File: config.mk
export PLATFORM = sky130hd
export DESIGN_NAME = fpu_operand_loader
export DESIGN_NICKNAME = d
export VERILOG_FILES = /design/src/rtl/fpu_pkg.sv /design/src/rtl/fpu_operand_classify.sv /design/src/rtl/fpu_operand_loader.sv
export SDC_FILE = /design/constraint.sdc
export NUM_CORES = 1
export LEC_CHECK = 0
export CAP_MARGIN = 15
export CORE_MARGIN = 3
export CORE_UTILIZATION = 53
export DETAILED_ROUTE_END_ITERATION = 10
export GPL_TIMING_DRIVEN = 0
export PLACE_DENSITY = 0.83
export SKIP_LAST_GASP = 1
export SYNTH_ARGS = -nofsm -noshare
export SYNTH_HDL_FRONTEND = slang
export SYNTH_HIERARCHICAL = 1
export SYNTH_SLANG_ARGS = --single-unit
File: constraint.sdc
create_clock -name i_clk -period 8 [get_ports i_clk]
set_clock_uncertainty 0.2 [all_clocks]
set_input_delay 2.4 -clock i_clk [delete_from_list [all_inputs] [get_ports i_clk]]
set_output_delay 2.4 -clock i_clk [all_outputs]
set_load 0.05 [all_outputs]
File: src/rtl/fpu_pkg.sv
// Shared constants and types for the FPU operand path.
// Operand word layout: sign [31], exponent [30:22], mantissa [21:0].
package fpu_pkg;

  localparam int unsigned EXP_W    = 9;
  localparam int unsigned MAN_W    = 22;
  localparam int unsigned SIGN_BIT = 31;

  localparam int unsigned EXP_MSB = 30;
  localparam int unsigned EXP_LSB = 22;
  localparam int unsigned MAN_MSB = 21;
  localparam int unsigned MAN_LSB = 0;
  // Magnitude (exponent + mantissa) excluding the sign bit.
  localparam int unsigned MAG_MSB = 30;

  typedef enum logic [1:0] {
    StIdle,
    StWaitB,
    StHold,
    StDone
  } loader_state_e;

  // Unsigned absolute difference of two biased exponents.
  function automatic logic [EXP_W-1:0] exp_abs_diff(input logic [EXP_W-1:0] a,
                                                    input logic [EXP_W-1:0] b);
    return (a >= b) ? (a - b) : (b - a);
  endfunction

endpackage

File: src/rtl/fpu_operand_classify.sv
// Combinational operand classifier: per-operand zero detect and |expA - expB|.
module fpu_operand_classify
  import fpu_pkg::*;
(
  input  logic [31:0]      i_op_a,
  input  logic [31:0]      i_op_b,
  output logic [1:0]       o_zero_flags,
  output logic [EXP_W-1:0] o_exp_diff
);

  // Sign is ignored: +0 and -0 both count as zero.
  always_comb begin
    o_zero_flags[0] = (i_op_a[MAG_MSB:0] == '0);
    o_zero_flags[1] = (i_op_b[MAG_MSB:0] == '0);
    o_exp_diff      = exp_abs_diff(i_op_a[EXP_MSB:EXP_LSB], i_op_b[EXP_MSB:EXP_LSB]);
  end

endmodule

File: src/rtl/fpu_operand_loader.sv
// Collects two operand words (A then B) and holds them stable for the
// downstream adder for HOLD_CYCLES cycles, then pulses o_done.
// Optional feature macro: FPU_LOADER_ZERO_SHORTCUT_EN shortens the hold to
// 2 cycles when either operand is zero.
module fpu_operand_loader
  import fpu_pkg::*;
#(
  parameter int unsigned HOLD_CYCLES = 540
) (
  input  logic             i_clk,
  input  logic             i_rst_n,
  input  logic             i_valid,
  input  logic [31:0]      i_data,
  output logic             o_ready,
  output logic [31:0]      o_op_a,
  output logic [31:0]      o_op_b,
  output logic             o_ops_valid,
  output logic [1:0]       o_zero_flags,
  output logic [EXP_W-1:0] o_exp_diff,
  output logic             o_done
);

  localparam int unsigned CNT_W = $clog2(HOLD_CYCLES) + 1;
  localparam logic [CNT_W-1:0] HOLD_LOAD = CNT_W'(HOLD_CYCLES - 1);

  if (HOLD_CYCLES < 2) begin : g_bad_hold
    $error("fpu_operand_loader: HOLD_CYCLES must be at least 2");
  end

  loader_state_e    r_state;
  logic [CNT_W-1:0] r_cnt;
  logic [31:0]      r_op_a;
  logic [31:0]      r_op_b;
  logic             r_ops_valid;
  logic [1:0]       r_zero_flags;
  logic [EXP_W-1:0] r_exp_diff;
  logic             r_done;

  logic [1:0]       w_zero_flags;
  logic [EXP_W-1:0] w_exp_diff;
  logic [CNT_W-1:0] w_cnt_load;

  // Classify the captured A against the incoming word, which is B on capture.
  fpu_operand_classify u_classify (
    .i_op_a       (r_op_a),
    .i_op_b       (i_data),
    .o_zero_flags (w_zero_flags),
    .o_exp_diff   (w_exp_diff)
  );

  // Hold length: zero operands resolve in the adder's INIT step when enabled.
`ifdef FPU_LOADER_ZERO_SHORTCUT_EN
  assign w_cnt_load = (|w_zero_flags) ? CNT_W'(1) : HOLD_LOAD;
`else
  assign w_cnt_load = HOLD_LOAD;
`endif

  // Loader FSM with registered outputs; counter value N leaves N+1 HOLD cycles.
  always_ff @(posedge i_clk or negedge i_rst_n) begin
    if (!i_rst_n) begin
      r_state      <= StIdle;
      r_cnt        <= '0;
      r_op_a       <= '0;
      r_op_b       <= '0;
      r_ops_valid  <= 1'b0;
      r_zero_flags <= '0;
      r_exp_diff   <= '0;
      r_done       <= 1'b0;
    end else begin
      case (r_state)
        StIdle: begin
          if (i_valid) begin
            r_op_a  <= i_data;
            r_state <= StWaitB;
          end
        end
        StWaitB: begin
          if (i_valid) begin
            r_op_b       <= i_data;
            r_zero_flags <= w_zero_flags;
            r_exp_diff   <= w_exp_diff;
            r_cnt        <= w_cnt_load;
            r_ops_valid  <= 1'b1;
            r_state      <= StHold;
          end
        end
        StHold: begin
          if (r_cnt == '0) begin
            r_ops_valid <= 1'b0;
            r_done      <= 1'b1;
            r_state     <= StDone;
          end else begin
            r_cnt <= r_cnt - 1'b1;
          end
        end
        StDone: begin
          r_done  <= 1'b0;
          r_state <= StIdle;
        end
        default: r_state <= StIdle;
      endcase
    end
  end

  assign o_ready      = (r_state == StIdle) || (r_state == StWaitB);
  assign o_op_a       = r_op_a;
  assign o_op_b       = r_op_b;
  assign o_ops_valid  = r_ops_valid;
  assign o_zero_flags = r_zero_flags;
  assign o_exp_diff   = r_exp_diff;
  assign o_done       = r_done;

endmodule

# Word level (Yosys, flattened, before mapping)
# Cells that the tools add are included.
[op_classes]
addsub = 3
order_cmp = 1
eq_ne = 7
muxes = 13
n_reduce_logical = 13
[ops]
columns = ["op", "n"]
rows = [
  ["$logic_not 31->1", 2],
  ["$mux 11", 2],
  ["$pmux 11 s2", 1],
  ["$sub 9x9->9", 2],
  ["$logic_not 11->1", 1],
  ["$sub 11x1->11 const B", 1],
  ["$ge 9x9->1", 1],
  ["$mux 9", 1],
  ["$reduce_and 3->1", 3],
  ["$ne 2x2->1 const B", 4],
  ["$pmux 2 s4", 1],
  ["$mux 2", 3],
  ["$reduce_and 2->1", 3],
  ["$eq 2x2->1 const B", 2],
  ["$pmux 1 s2", 2],
  ["$reduce_bool 2->1", 2],
  ["$mux 1", 3],
  ["$eq 2x1->1 const B", 1],
  ["$logic_not 2->1", 1],
  ["$logic_or 1x1->1", 1],
]
[totals]
regBits = 90
output_inout_bits = 78
elab_cells = 45

# Longest topological paths before layout
[logic_depth]
depth_word = 3
ltp_mapped = 10

# Hierarchy
# Netlist, hierarchy kept.
[modules_own_cells]
columns = ["mod", "instances", "cells_each", "area_each_um2", "seq_area_each_um2"]
rows = [
  ["fpu_operand_loader", 1, 253, 3731.1, 2252.2],
  ["fpu_operand_classify", 1, 134, 984.7, 0.0],
]

# Worst setup path before layout
# No wires, ideal clock.
[synth_path]
path_type = "input port to flip-flop"
from = "input i_data[26]"
to = "register r_exp_diff[6], in the netlist o_exp_diff[6]"
t_arrival_ns = 4.192
required_time_ns = 7.675
path_slack_ns = 3.483
path_stages = 9
path_buffers = 1
path_cell_list = "ha_1 > buf_6 > and4_4 > a221o_1 > a21oi_4 > nand2_4 > mux2i_1 > xor2_1 > mux2_2"
[synth_via]
elab_chain_len = 2
[synth_lines]
columns = ["element", "line", "rtl"]
rows = [
  ["start, declared", "fpu_operand_loader.sv:13", "input logic [31:0] i_data,"],
  ["$sub 9x9->9 or $ge 9x9->1 (tied branches)", "fpu_pkg.sv:26", "return (a >= b) ? (a - b) : (b - a);"],
  ["$mux 9 (*)", "fpu_pkg.sv:26", ""],
  ["named net w_exp_diff[6]", "fpu_operand_loader.sv:40", "logic [EXP_W-1:0] w_exp_diff;"],
  ["end signal, assigned", "fpu_operand_loader.sv:81", "r_exp_diff <= w_exp_diff;"],
  ["end, declared", "fpu_operand_loader.sv:36", "logic [EXP_W-1:0] r_exp_diff;"],
]
# Mark *: on every way through the listed nets, which the timed path passes. The rest lies on a longest branch.
# A chain may end at the register's enable or synchronous reset.

# Worst setup path after layout
[layout_path]
from = "input i_data[24]"
to = "register r_exp_diff[3], in the netlist o_exp_diff[3]"
# Same word-level chain as after synthesis.

==> run summary <==
Status: finished, final reports clean
RSZ-0062 raised after global routing: no
Synth unique cells: 60
Placed inst area: 5980 um^2
Top-count cell post-synth: dfrtp_1
Clock sink count: 90
CP Capture Type: flip-flop
Area grow syn2layout: 31.0%
Pre-antenna DRT Iters: 4
Final period utilization: 0.612
Filler cells: 608
Routed len/inst: 18.4 um
Final setup margin: 3.10 ns
Total GRT Usage: 0.240
Cell count of the worst hold path: 1
Worst-Skew Late Latency: 0.36 ns
Top cell type's share of synthesized area: 0.478
CTS tree: yes
Synth top cells by count: 90 x dfrtp_1, 76 x mux2_2, 26 x inv_1, 23 x ha_1, 17 x a21oi_1
Cts repair resizes: 0
FP Rows: 33
Setup TNS: 0 ns
Most used DFF post-synth: dfrtp_1
Die area: 10,100 um^2
Initial core utilization: 0.560
Detail Route Antenna Nets: 0
Synthesized instance count: 387
Number of CTS-inserted buffers: 9
Reg-to-reg endpoint: o_exp_diff[3]$_DFFE_PN0P_
First-pass GRT wire length: 18,900 um
Post-synth EDFFs: 0
DRC viols: 0
Layout Nets: 570
Dominant cells by area after synthesis: dfrtp_1 48%, mux2_2 18%, ha_1 6.1%
Max Cap Violations: 0
Max Transition Viols Final: 0
Grt total ovfl: 0
Worst R2R Start: o_op_a[23]$_DFFE_PN0P_
Hold Path Origin: o_exp_diff[7]$_DFFE_PN0P_
Setup violators final: 0
Vias per cell: 5.74
Post-Syn Area: 4720 um^2
# port buffers: 111
Least-Margin Pin Slew: 0.645 ns
Rel. slew slack: 0.570
Max clock buf depth: 2
Root Buffer: clkbuf_8
Kind of critical path: input pin to flip-flop
1st-iter DRT viols: 108
Avg Cell Area, Syn: 12.2 um^2
Dpl hpwl: 8750 um
Dpl ws: 2.72 ns
Crit path max fanout: 8
Post-synth ARST share: 1.00
DR vias: 3,561
Die Wd: 100 um
Yosys warns: 6
Largest net degree at the start of global routing: 72
# hold bufs at CTS: 0
End of the worst hold path: o_exp_diff[7]$_DFFE_PN0P_
CTS clock-pin slew for the worst setup and hold paths: 0.09 ns
H-tree depth: 3
Setup Fix Bufs, Post-CTS: 0
Gp weighted congestion: 0.846
Register Area: 2250 um^2
Area of the multi-input gates: 2270 um^2
Layout cell share with drive strength beyond 1: 0.231
Hold Crit Class: flip-flop to flip-flop
Post-synth net total: 447
Die H: 100 um
Fmax: 204 MHz
Register area share after synthesis: 0.478
Post-route cell area: 6180 um^2
Yosys reg bits: 90
Core box area: 8420 um^2
Post-synth top area cell: dfrtp_1
Critical path launch point type: input pin
Initial antenna violation count: 0
Final hold violations: 0
Vias in the first global route: 3,808
Reg2Reg Setup Slack: 5.17 ns
Minimum clock period: 4.90 ns
# diodes: 0
R2R cell count: 9
Detailed-route wire length: 11,400 um
Final Core Density: 0.734
Worst path required time: 8.05 ns
CP arrival: 4.95 ns
IO Count: 113
through the flow:
step           hold slack [ns]  cells
3_5_place_dp             0.292    604
2_1_floorplan            0.288    387
4_1_cts                  0.315    620
6_report                 0.312    620
5_1_grt                  0.320    620
3_3_place_gp             0.286    603
final cells by class:
type                       instances  area share
multi-input combinational        254       0.367
sequential                        90       0.365
timing repair buffer             112       0.184
clock buffer                      10      0.0223
tap                              105      0.0213
buffer                            17      0.0162
inverter                          26      0.0158
clock inverter                     6     0.00932
worst max-delay path by stage:
stage,endpoint,from,slack (ns),cells past startpoint
CTS,o_exp_diff[3]$_DFFE_PN0P_,i_data[24],3.11,10
floorplan,o_exp_diff[6]$_DFFE_PN0P_,i_data[26],3.48,9
global route,o_exp_diff[2]$_DFFE_PN0P_,i_data[25],3.00,10
global placement,o_op_b[5]$_DFFE_PN0P_,i_rst_n,1.10,1
detailed placement,o_exp_diff[3]$_DFFE_PN0P_,i_data[24],2.72,10
finish,o_exp_diff[3]$_DFFE_PN0P_,i_data[24],3.10,10
cell families after synthesis:
| logic type | after synthesis | synth area share |
|---|---|---|
| flip-flops | 90 | 0.478 |
| XOR/XNOR | 7 | 0.0130 |
| multiplexers | 90 | 0.213 |
| adder cells (fa/ha/maj) | 25 | 0.0695 |
| AO/OA/AOI/OAI | 55 | 0.0815 |
| buffers and inverters | 43 | 0.0419 |
| AND/OR/NAND/NOR | 77 | 0.103 |
sequential cells by signal, indices dropped and copies added, names as in the netlist:
signal / flops
o_exp_diff: 9
r_state: 2
o_done: 1
o_op_b: 32
o_ops_valid: 1
o_zero_flags: 2
o_op_a: 32
r_cnt: 11
cell usage in the layout, fill, tap and decap left out, types with 3 or more instances in the layout:
master / n
mux2_2: 76
or2_2: 3
o21ai_0: 11
buf_1: 3
o31ai_1: 3
a21boi_0: 3
dfrtp_1: 90
inv_1: 26
a21oi_1: 17
clkbuf_8: 10
nand4_1: 5
nand2_1: 11
xor2_1: 5
mux2_1: 3
ha_1: 23
clkbuf_1: 5
nor2b_1: 5
or4_1: 3
nor4_1: 16
nand3_1: 5
nor3_1: 4
nor2_1: 7
mux2i_1: 10
clkdlybuf4s50_1: 110
buf_2: 3
buf_6: 4
critical path, cell delays in order:
cell and delay [ns]:
clkdlybuf4s50_1 0.61, ha_1 0.29, buf_6 0.14, and4_1 0.17, a221o_1 0.38, a21oi_4 0.25, nand2_4 0.14, mux2i_1 0.15
xor2_1 0.15, mux2_2 0.26
per-layer routing:
| metal | GRT usage | vias up | share of wire |
|---|---|---|---|
| li1 | - | 1650 | - |
| met1 | 0.283 | 1763 | 0.39 |
| met2 | 0.406 | 128 | 0.51 |
| met3 | 0.0841 | 20 | 0.082 |
| met4 | 0.0850 | 0 | 0.020 |
| met5 | 0 | - | 0 |
Power is not shown: default switching activity piles up to over one toggle a cycle in this logic, so the estimate is an artifact.
